--- src/rtl/cpu_ctrl_pkg.sv ---
// Shared constants for the single-bus CPU sequencer: opcodes, ALU codes, IR fields, states.
package cpu_ctrl_pkg;

  localparam int OPC_HI = 31;
  localparam int OPC_LO = 27;
  localparam int RA_HI  = 26;
  localparam int RA_LO  = 23;
  localparam int RB_HI  = 22;
  localparam int RB_LO  = 19;
  localparam int RC_HI  = 18;
  localparam int RC_LO  = 15;
  localparam int C_HI   = 18;
  localparam int C_LO   = 0;

  localparam logic [4:0] OP_ADD  = 5'b00011;
  localparam logic [4:0] OP_SUB  = 5'b00100;
  localparam logic [4:0] OP_AND  = 5'b00101;
  localparam logic [4:0] OP_OR   = 5'b00110;
  localparam logic [4:0] OP_ROR  = 5'b00111;
  localparam logic [4:0] OP_ROL  = 5'b01000;
  localparam logic [4:0] OP_SHR  = 5'b01001;
  localparam logic [4:0] OP_SHL  = 5'b01010;
  localparam logic [4:0] OP_ADDI = 5'b01100;
  localparam logic [4:0] OP_ANDI = 5'b01101;
  localparam logic [4:0] OP_ORI  = 5'b01110;
  localparam logic [4:0] OP_MUL  = 5'b01111;
  localparam logic [4:0] OP_DIV  = 5'b10000;
  localparam logic [4:0] OP_NEG  = 5'b10001;
  localparam logic [4:0] OP_NOT  = 5'b10010;
  localparam logic [4:0] OP_NOP  = 5'b11010;
  localparam logic [4:0] OP_HALT = 5'b11011;

  localparam logic [3:0] ALU_ADD = 4'd0;
  localparam logic [3:0] ALU_SUB = 4'd1;
  localparam logic [3:0] ALU_AND = 4'd2;
  localparam logic [3:0] ALU_OR  = 4'd3;
  localparam logic [3:0] ALU_ROR = 4'd4;
  localparam logic [3:0] ALU_ROL = 4'd5;
  localparam logic [3:0] ALU_SHR = 4'd6;
  localparam logic [3:0] ALU_SHL = 4'd7;
  localparam logic [3:0] ALU_MUL = 4'd8;
  localparam logic [3:0] ALU_DIV = 4'd9;
  localparam logic [3:0] ALU_NEG = 4'd10;
  localparam logic [3:0] ALU_NOT = 4'd11;

  typedef enum logic [3:0] {
    RST = 4'd0, T0, T1, T2, T3, T4, T5, T6, T7, HALT
  } state_t;

  typedef enum logic [2:0] {
    CL_RFMT, CL_IMM, CL_UNARY, CL_MULDIV, CL_NOP, CL_HALT, CL_ILLEGAL
  } iclass_t;

  function automatic iclass_t decode_class(input logic [4:0] opc);
    case (opc)
      OP_ADD, OP_SUB, OP_AND, OP_OR,
      OP_ROR, OP_ROL, OP_SHR, OP_SHL: return CL_RFMT;
      OP_ADDI, OP_ANDI, OP_ORI:       return CL_IMM;
      OP_NEG, OP_NOT:                 return CL_UNARY;
      OP_MUL, OP_DIV:                 return CL_MULDIV;
      OP_NOP:                         return CL_NOP;
      OP_HALT:                        return CL_HALT;
      default:                        return CL_ILLEGAL;
    endcase
  endfunction

  // Immediate forms reuse the ALU code of their register counterpart.
  function automatic logic [3:0] alu_code(input logic [4:0] opc);
    case (opc)
      OP_ADD, OP_ADDI: return ALU_ADD;
      OP_SUB:          return ALU_SUB;
      OP_AND, OP_ANDI: return ALU_AND;
      OP_OR, OP_ORI:   return ALU_OR;
      OP_ROR:          return ALU_ROR;
      OP_ROL:          return ALU_ROL;
      OP_SHR:          return ALU_SHR;
      OP_SHL:          return ALU_SHL;
      OP_MUL:          return ALU_MUL;
      OP_DIV:          return ALU_DIV;
      OP_NEG:          return ALU_NEG;
      OP_NOT:          return ALU_NOT;
      default:         return ALU_ADD;
    endcase
  endfunction

endpackage

--- src/rtl/control_unit_reg_select.sv ---
// 4-to-16 one-hot general-register decoder; all zeros when disabled.
module reg_select (
  input  logic        en,
  input  logic [3:0]  sel,
  output logic [15:0] onehot
);

  always_comb begin
    onehot = '0;
    if (en) onehot[sel] = 1'b1;
  end

endmodule

--- src/rtl/control_unit.sv ---
// Multi-cycle fetch/decode/execute sequencer driving every strobe of the single-bus datapath.
// Outputs are a pure decode of the state register and ir.
module control_unit
  import cpu_ctrl_pkg::*;
(
  input  logic        Clock,
  input  logic        clear,
  input  logic [31:0] ir,
  input  logic        mem_ready,
  input  logic        stop,
  output logic        run,
  output logic        illegal,
  output logic        PCout,
  output logic        Zlowout,
  output logic        Zhighout,
  output logic        HIout,
  output logic        LOout,
  output logic        MDRout,
  output logic        Cout,
  output logic        MARin,
  output logic        PCin,
  output logic        MDRin,
  output logic        IRin,
  output logic        Yin,
  output logic        IncPC,
  output logic        Read,
  output logic        Zin_low,
  output logic        Zin_high,
  output logic        HIin,
  output logic        LOin,
  output logic [15:0] R_out,
  output logic [15:0] R_in,
  output logic [3:0]  operation,
  output logic [3:0]  state
);

  state_t     state_q, next_state;
  iclass_t    cls;
  logic [3:0] alu, ra, rb, rc;
  logic [3:0] ro_sel, ri_sel;
  logic       ro_en, ri_en, instr_end;
  logic       unused_ir;

  assign cls       = decode_class(ir[OPC_HI:OPC_LO]);
  assign alu       = alu_code(ir[OPC_HI:OPC_LO]);
  assign ra        = ir[RA_HI:RA_LO];
  assign rb        = ir[RB_HI:RB_LO];
  assign rc        = ir[RC_HI:RC_LO];
  // The constant field is routed to the bus by the datapath; only Cout is generated here.
  assign unused_ir = ^ir[RC_LO-1:C_LO];

  always_ff @(posedge Clock or negedge clear) begin
    if (!clear) state_q <= RST;
    else        state_q <= next_state;
  end

  always_comb begin
    next_state = state_q;
    instr_end  = 1'b0;
    illegal    = 1'b0;
    PCout = 1'b0; Zlowout = 1'b0; Zhighout = 1'b0; HIout = 1'b0;
    LOout = 1'b0; MDRout = 1'b0;  Cout = 1'b0;
    MARin = 1'b0; PCin = 1'b0; MDRin = 1'b0; IRin = 1'b0; Yin = 1'b0;
    IncPC = 1'b0; Read = 1'b0; Zin_low = 1'b0; Zin_high = 1'b0;
    HIin  = 1'b0; LOin = 1'b0;
    operation = ALU_ADD;
    ro_en = 1'b0; ro_sel = '0;
    ri_en = 1'b0; ri_sel = '0;

    case (state_q)
      RST: next_state = T0;
      T0: begin
        PCout = 1'b1; MARin = 1'b1; IncPC = 1'b1; Zin_low = 1'b1;
        next_state = T1;
      end
      T1: begin
        Zlowout = 1'b1; PCin = 1'b1;
        next_state = T2;
      end
      T2: begin
        Read = 1'b1; MDRin = 1'b1;
        if (mem_ready) next_state = T3;
      end
      T3: begin
        MDRout = 1'b1; IRin = 1'b1;
        next_state = T4;
      end
      T4: begin
        case (cls)
          CL_RFMT, CL_IMM: begin
            ro_en = 1'b1; ro_sel = rb; Yin = 1'b1; next_state = T5;
          end
          CL_UNARY: begin
            ro_en = 1'b1; ro_sel = rb; operation = alu; Zin_low = 1'b1;
            next_state = T5;
          end
          CL_MULDIV: begin
            ro_en = 1'b1; ro_sel = ra; Yin = 1'b1; next_state = T5;
          end
          CL_HALT:    next_state = HALT;
          CL_ILLEGAL: begin illegal = 1'b1; instr_end = 1'b1; end
          default:    instr_end = 1'b1;
        endcase
      end
      T5: begin
        case (cls)
          CL_RFMT: begin
            ro_en = 1'b1; ro_sel = rc; operation = alu; Zin_low = 1'b1;
            next_state = T6;
          end
          CL_IMM: begin
            Cout = 1'b1; operation = alu; Zin_low = 1'b1; next_state = T6;
          end
          CL_UNARY: begin
            Zlowout = 1'b1; ri_en = 1'b1; ri_sel = ra; instr_end = 1'b1;
          end
          CL_MULDIV: begin
            ro_en = 1'b1; ro_sel = rb; operation = alu;
            Zin_low = 1'b1; Zin_high = 1'b1; next_state = T6;
          end
          default: instr_end = 1'b1;
        endcase
      end
      T6: begin
        Zlowout = 1'b1;
        if (cls == CL_MULDIV) begin
          LOin = 1'b1; next_state = T7;
        end else begin
          ri_en = 1'b1; ri_sel = ra; instr_end = 1'b1;
        end
      end
      T7: begin
        Zhighout = 1'b1; HIin = 1'b1; instr_end = 1'b1;
      end
      HALT:    next_state = HALT;
      default: next_state = RST;
    endcase

    // stop is honoured only on the last edge of an instruction.
    if (instr_end) next_state = stop ? HALT : T0;
  end

  assign run   = (state_q != RST) && (state_q != HALT);
  assign state = state_q;

  reg_select u_rout (.en(ro_en), .sel(ro_sel), .onehot(R_out));
  reg_select u_rin  (.en(ri_en), .sel(ri_sel), .onehot(R_in));

endmodule

--- config.mk ---
export PLATFORM = sky130hd
export DESIGN_NAME = control_unit
export DESIGN_NICKNAME = d
export VERILOG_FILES = /design/src/rtl/cpu_ctrl_pkg.sv /design/src/rtl/control_unit_reg_select.sv /design/src/rtl/control_unit.sv
export SDC_FILE = /design/constraint.sdc
export NUM_CORES = 1
export LEC_CHECK = 0
export CAP_MARGIN = 25
export CORE_UTILIZATION = 30
export CTS_CLUSTER_SIZE = 20
export DETAILED_ROUTE_END_ITERATION = 16
export HOLD_SLACK_MARGIN = 0.06
export PLACE_DENSITY = 0.82
export RECOVER_POWER = 50
export SLEW_MARGIN = 20
export SYNTH_ARGS = -nofsm -noshare
export SYNTH_HDL_FRONTEND = slang
export SYNTH_SLANG_ARGS = --single-unit
export TNS_END_PERCENT = 30
--- constraint.sdc ---
create_clock -name Clock -period 2.5 [get_ports Clock]
set_input_delay 0.5 -clock Clock [delete_from_list [all_inputs] [get_ports Clock]]
set_output_delay 0.5 -clock Clock [all_outputs]
set_load 0.005 [all_outputs]
==> metrics.csv, run 1 <==
stage,metric,value,unit
min_path,Hold WC Path Type,in -> async,
synthesis,Ys Warns,0,
setup_path,max incr delay on CP,310,ps
synthesis,most frequent cell after synthesis,nor2_1,
synthesis,synthesized netlist cell count,187,
cells_and_area,Antenna Cells,0,
timing,final hold vios,0,
pwr,Peak VDD IR,311,uV
setup_path,crit start category,input port,
routing,# DRC,0,
setup_path,Setup crit end kind,output pin,
cells_and_area,Nets,363,
setup_path,R2R Setup Slk,200,ps
routing,post-DR vias/cell,5.16,
synthesis,Synth cell types,51,
setup_path,Crit Path Max Fanout,8,
synthesis,post-synth top area share,12.1,%
clock_tree,clock slew at reported path FFs,40,ps
floorplanning,Starting Density,32.1,%
routing,"antenna viol nets, final",0,
floorplanning,full die area,4300,um2
timing,Final setup viols,42,
pwr,total leakage power,1.26,nW
timing,post-layout minimum cycle time,2910,ps
clock_tree,hold_buf cts,0,
setup_path,"Req. time, crit path",2000,ps
floorplanning,Die Y,65.5,um
global_routing,first-pass GRT wire length,8120,um
placed_design,buffers added on ports,78,
timing,measured slew at the worst slew-check pin,697,ps
synthesis,number of synthesized flops with an enable pin,0,
routing,initial detailed-routing violation count,164,
clock_tree,Sink Count,4,
clock_tree,CTS Buf Count,3,
pwr,P per Cell Area,461,nW/um2
clock_tree,htree depth,1,
clock_tree,clock buffer depth,2,
timing,max_slew headroom,53.1,%
timing,final worst slack,-414,ps
global_routing,Total GRT Usage,24.1,%
placed_design,hpwl dp,3510,um
setup_path,Worst setup endpoint,R_out[4],
timing,clk_skew,6.19,ps
routing,Vias,1904,
clock_tree,CTS tree,yes,
placed_design,routability congestion estimate,0.864,
timing,fin. max-slew vios,0,
timing,RSZ-0062 raised after global routing,yes,
synthesis,Synth area leaders,"nor2_1 (12%), dfrtp_1 (8.3%), buf_4 (5.6%)",
floorplanning,die width,65.5,um
cells_and_area,FILL cells,270,
floorplanning,I/O Pins,96,
global_routing,largest net degree at the start of global routing,14,
routing,total length of routed wires,5490,um
global_routing,initial antenna violation count,0,
cells_and_area,area of the multi-input gates,1390,um2
placed_design,DP Cell Count,347,
setup_path,Crit-path slowest cell,a2111oi_4,
cells_and_area,Finished Core Util,74.7,%
cells_and_area,Area Growth Syn to Fin,133,%
setup_path,worst endpoint data arrival time,2410,ps
job,max-cap viol count,0,
cells_and_area,Sequential Area,100,um2
global_routing,GRT overflow,0,
synthesis,"flops & latches, synth",4,
setup_path,crit path kind,in -> out,
synthesis,post-synthesis sequential area ratio,8.26,%
setup_path,reg2reg start,state[1]$_DFFE_PN0P_,
synthesis,asr flop ratio synth,100,%
routing,first-pass iteration count of the detailed router,4,
cells_and_area,Non-Filler Instances,369,
status,status,finished with violations,
timing,FMAX,0.343,GHz
routing,routed length per placed instance,14.9,um
global_routing,vias in the first global route,1782,
setup_path,FF-to-FF path depth,9,
timing,final clock period utilization by the worst path,117,%
floorplanning,row cnt,22,
floorplanning,Core ar.,3770,um2
setup_path,CP Launch Point,ir[31],
cells_and_area,layout cells sized above 1,56.1,%
synthesis,Post-synth top flop,dfrtp_1,
pwr,Tot Pwr,1.30,mW
setup_path,crit-path cells,buf_6 -> and3b_2 -> o21ai_4 -> buf_4 -> a21oi_4 -> buf_6 -> a22oi_2 -> o22a_2 -> buf_4 -> nand2_4 -> a2111oi_4 -> buf_2,
clock_tree,Root Driver,clkbuf_8,
cells_and_area,max FFs per register,4,
setup_path,R2R Path End,state[3]$_DFFE_PN0P_,
status,failing checks,setup timing,
synthesis,most frequent cells after synthesis,"nor2_1 (39), nand2_1 (15), nor3_1 (12)",
synthesis,largest area contributor in the synthesized netlist,nor2_1,
synthesis,Mapped Avg Cell Area,6.48,um2
clock_tree,clk_lat worst skew,230,ps
synthesis,area of the mapped netlist,1210,um2
[worst max-delay path, delay by kind of cell]
family                 cells  cell delay (ps)
AOI/OAI and AO/OA          5              920
buffers and inverters      5              690
and+or+nand+nor            2              290
[worst min-delay path by stage]
stage                           end  slack [ps]  cells after the start
2_1_floorplan  state[0]$_DFFE_PN0P_         200                      0
3_3_place_gp   state[2]$_DFFE_PN0P_         670                      2
3_5_place_dp   state[2]$_DFFE_PN0P_         680                      2
4_1_cts        state[1]$_DFFE_PN0P_         480                      1
5_1_grt        state[0]$_DFFE_PN0P_         560                      1
6_report       state[1]$_DFFE_PN0P_         540                      1
[metal layers]
metal | global-route usage [%] | share of wire (%) | vias to the layer above
li1 | - | - | 928
met4 | 9.24 | 2.4 | 0
met2 | 47.2 | 57 | 68
met5 | 0 | 0 | -
met3 | 1.56 | 4.2 | 15
met1 | 26.3 | 36 | 893
[cell type report]
class / instances / area share (%)
clock buffer: 3 / 1.47
multi-input combinational: 163 / 49.3
inverter: 4 / 0.622
timing repair buffer: 147 / 42.9
tap: 48 / 2.13
sequential: 4 / 3.55
[logic make-up (layout without fill, tap and decap cells)]
group / count (synthesis) / after routing / share of synthesized area, %
AND/OR/NAND/NOR: 113 / 113 / 49.5
AO/OA/AOI/OAI: 38 / 38 / 22.9
buffers and inverters: 21 / 154 / 9.92
multiplexers: 5 / 5 / 4.24
adder cells (fa/ha/maj): 4 / 4 / 4.13
flip-flops: 4 / 4 / 8.26
other: 1 / 2 / 0.310
XOR/XNOR: 1 / 1 / 0.723
[metrics by stage]
stage	hold slack (ps)	area, um2	setup slack [ps]	TNS, ps
final	541	2820	-414	-9390
after global routing	558	2820	-511	-15380
after CTS	477	2660	-398	-7810
after detailed placement	683	2380	-1310	-49650
after global placement	667	2380	-1210	-46830
after floorplan	204	1280	-101	-500
[what timing repair did]
item	in CTS	in global routing
pin swaps	36	15
setup endpoints to repair	47	48
gates resized for setup	192	59
setup buffers	13	6
[power breakdown]
group,switching (mW),internal (mW),total (mW),leakage [nW]
clock network,0.0392,0.103,0.142,0.0216
logic,0.479,0.557,1.04,1.19
registers,0.0263,0.0933,0.120,0.0503
total,0.544,0.753,1.30,1.26
[placed cells by master, fill, tap and decap left out, types with 5 or more instances in the layout]
cell type,instances
a21oi_1,6
buf_2,24
buf_4,51
buf_6,15
clkbuf_2,6
clkdlybuf4s50_1,29
dlygate4sd2_1,9
nand2_1,10
nand2_2,5
nand2b_4,5
nor2_1,26
nor2_2,12
nor3_1,5
nor3_2,6
Note: power is estimated with default switching activity, not from simulation.
==> run 2: changes to the inputs <==
CORE_UTILIZATION = 34   (was 30)
PLACE_DENSITY = 0.87   (was 0.82)
clock period = 3.2 ns   (was 2.5 ns; I/O delays follow)
==> metrics.csv, run 2 (same netlist as run 1, synthesis figures left out) <==
stage,metric,value,unit
cells_and_area,max FFs per register,4,
min_path,Hold WC Path Type,in -> async,
timing,final hold vios,0,
floorplanning,Starting Density,36.0,%
placed_design,routability congestion estimate,0.861,
setup_path,worst endpoint data arrival time,2720,ps
pwr,P per Cell Area,344,nW/um2
cells_and_area,Antenna Cells,0,
global_routing,GRT overflow,0,
global_routing,largest net degree at the start of global routing,14,
global_routing,initial antenna violation count,0,
cells_and_area,"most common cell after layout, fill and taps aside",buf_4,
routing,post-DR vias/cell,5.31,
floorplanning,Die Y,61.7,um
floorplanning,die width,61.7,um
placed_design,buffers added on ports,78,
routing,total length of routed wires,5430,um
setup_path,Setup crit end kind,output pin,
timing,fin. max-slew vios,0,
cells_and_area,Sequential Area,100,um2
clock_tree,CTS tree,yes,
routing,"antenna viol nets, final",0,
clock_tree,clk_lat worst skew,230,ps
clock_tree,CTS Buf Count,3,
setup_path,Crit Path Max Fanout,4,
timing,Fin Hold WS,675,ps
pwr,Peak VDD IR,192,uV
placed_design,DP Cell Count,336,
timing,clk_skew,0.734,ps
floorplanning,Core ar.,3360,um2
timing,max_slew headroom,55.3,%
status,status,finished with violations,
timing,final worst slack,-158,ps
routing,first-pass iteration count of the detailed router,4,
routing,routed length per placed instance,15.6,um
routing,initial detailed-routing violation count,117,
floorplanning,full die area,3810,um2
job,max-cap viol count,0,
floorplanning,row cnt,21,
cells_and_area,FILL cells,256,
clock_tree,clock slew at reported path FFs,40,ps
cells_and_area,most frequent cells in the layout,"buf_4 (41), clkdlybuf4s50_1 (35), nor2_1 (33)",
clock_tree,Sink Count,4,
global_routing,Total GRT Usage,24.7,%
routing,Vias,1852,
routing,# DRC,0,
timing,measured slew at the worst slew-check pin,663,ps
timing,FMAX,0.298,GHz
cells_and_area,area of the multi-input gates,1200,um2
global_routing,first-pass GRT wire length,7090,um
placed_design,dpl ws,-948,ps
global_routing,vias in the first global route,1620,
timing,final clock period utilization by the worst path,105,%
setup_path,"Req. time, crit path",2560,ps
placed_design,hpwl dp,3500,um
clock_tree,htree depth,1,
setup_path,crit start category,input port,
pwr,total leakage power,1.21,nW
timing,RSZ-0062 raised after global routing,yes,
clock_tree,Root Driver,clkbuf_4,
timing,Final setup viols,19,
timing,post-layout minimum cycle time,3360,ps
pwr,Tot Pwr,0.861,mW
status,failing checks,setup timing,
cells_and_area,layout cells sized above 1,40.6,%
cells_and_area,Area Growth Syn to Fin,107,%
setup_path,crit path kind,in -> out,
cells_and_area,Non-Filler Instances,349,
clock_tree,clock buffer depth,2,
cells_and_area,Nets,345,
floorplanning,I/O Pins,96,
[run 2: cell types whose count changed in the layout (fill, tap and decap cells not counted), sizes merged]
cell | before | now
clkbuf | 13 | 18
clkdlybuf4s15 | 3 | 1
clkdlybuf4s50 | 29 | 35
dlymetal6s2s | 0 | 6
buf | 93 | 56
dlygate4sd3 | 3 | 7
[run 2: area by class of cell]
type | instances | area share, %
multi-input cells | 163 | 48.1
repair buffers | 129 | 44.1
flip-flops and latches | 4 | 4.00
well taps | 46 | 2.30
clock buffers | 3 | 0.899
inverters | 4 | 0.599
[run 2: where the power goes]
group          internal (mW)  switching (mW)  leakage (nW)  total, mW
Clock                 0.0419          0.0201        0.0138     0.0620
Combinational          0.373           0.325          1.14      0.699
Sequential            0.0727          0.0279        0.0503      0.101
[run 2: per-layer routing]
metal | vias to the layer above | track usage, % | routed length, um
li1 | 888 | - | -
met4 | 0 | 7.94 | 111
met5 | - | 0 | 0
met2 | 68 | 46.7 | 2970
met1 | 882 | 28.6 | 2170
met3 | 14 | 2.73 | 183
[run 2: per-stage QoR]
stage | util (%) | cell area [um2] | setup TNS [ps]
2_1_floorplan | - | 1210 | 0
3_3_place_gp | 67.1 | 2260 | -26580
3_5_place_dp | 67.1 | 2260 | -29100
4_1_cts | 71.2 | 2400 | -812
5_1_grt | 74.5 | 2500 | -3680
6_report | 74.5 | 2500 | -1490
[run 2: critical path, cell delays in order]
cell	delay, ps
buf_8	110
buf_6	120
and3b_2	220
o21ai_4	220
buf_6	130
and2_4	150
a31oi_1	120
nor3_2	180
nand2_1	140
nor3_1	160
clkdlybuf4s50_1	530
[run 2: final timing paths]
kind	startpoint	to	slack, ps	cells past startpoint
max in group asynchronous	clear	state[0]$_DFFE_PN0P_	2360	1
setup reg to reg	state[3]$_DFFE_PN0P_	state[0]$_DFFE_PN0P_	890	7
min in group Clock	state[2]$_DFFE_PN0P_	state[2]$_DFFE_PN0P_	730	2
hold reg to reg	state[2]$_DFFE_PN0P_	state[2]$_DFFE_PN0P_	730	2
hold / removal	clear	state[1]$_DFFE_PN0P_	670	1
setup / recovery	ir[28]	R_in[1]	-160	11
[run 2: repair_timing]
item | CTS | global route
pin swaps | 12 | 15
setup buffers | 2 | 8
cloned | 0 | 0
hold buffers | 0 | 0
resized for setup | 87 | 58
endpoints found under the setup margin | 43 | 34
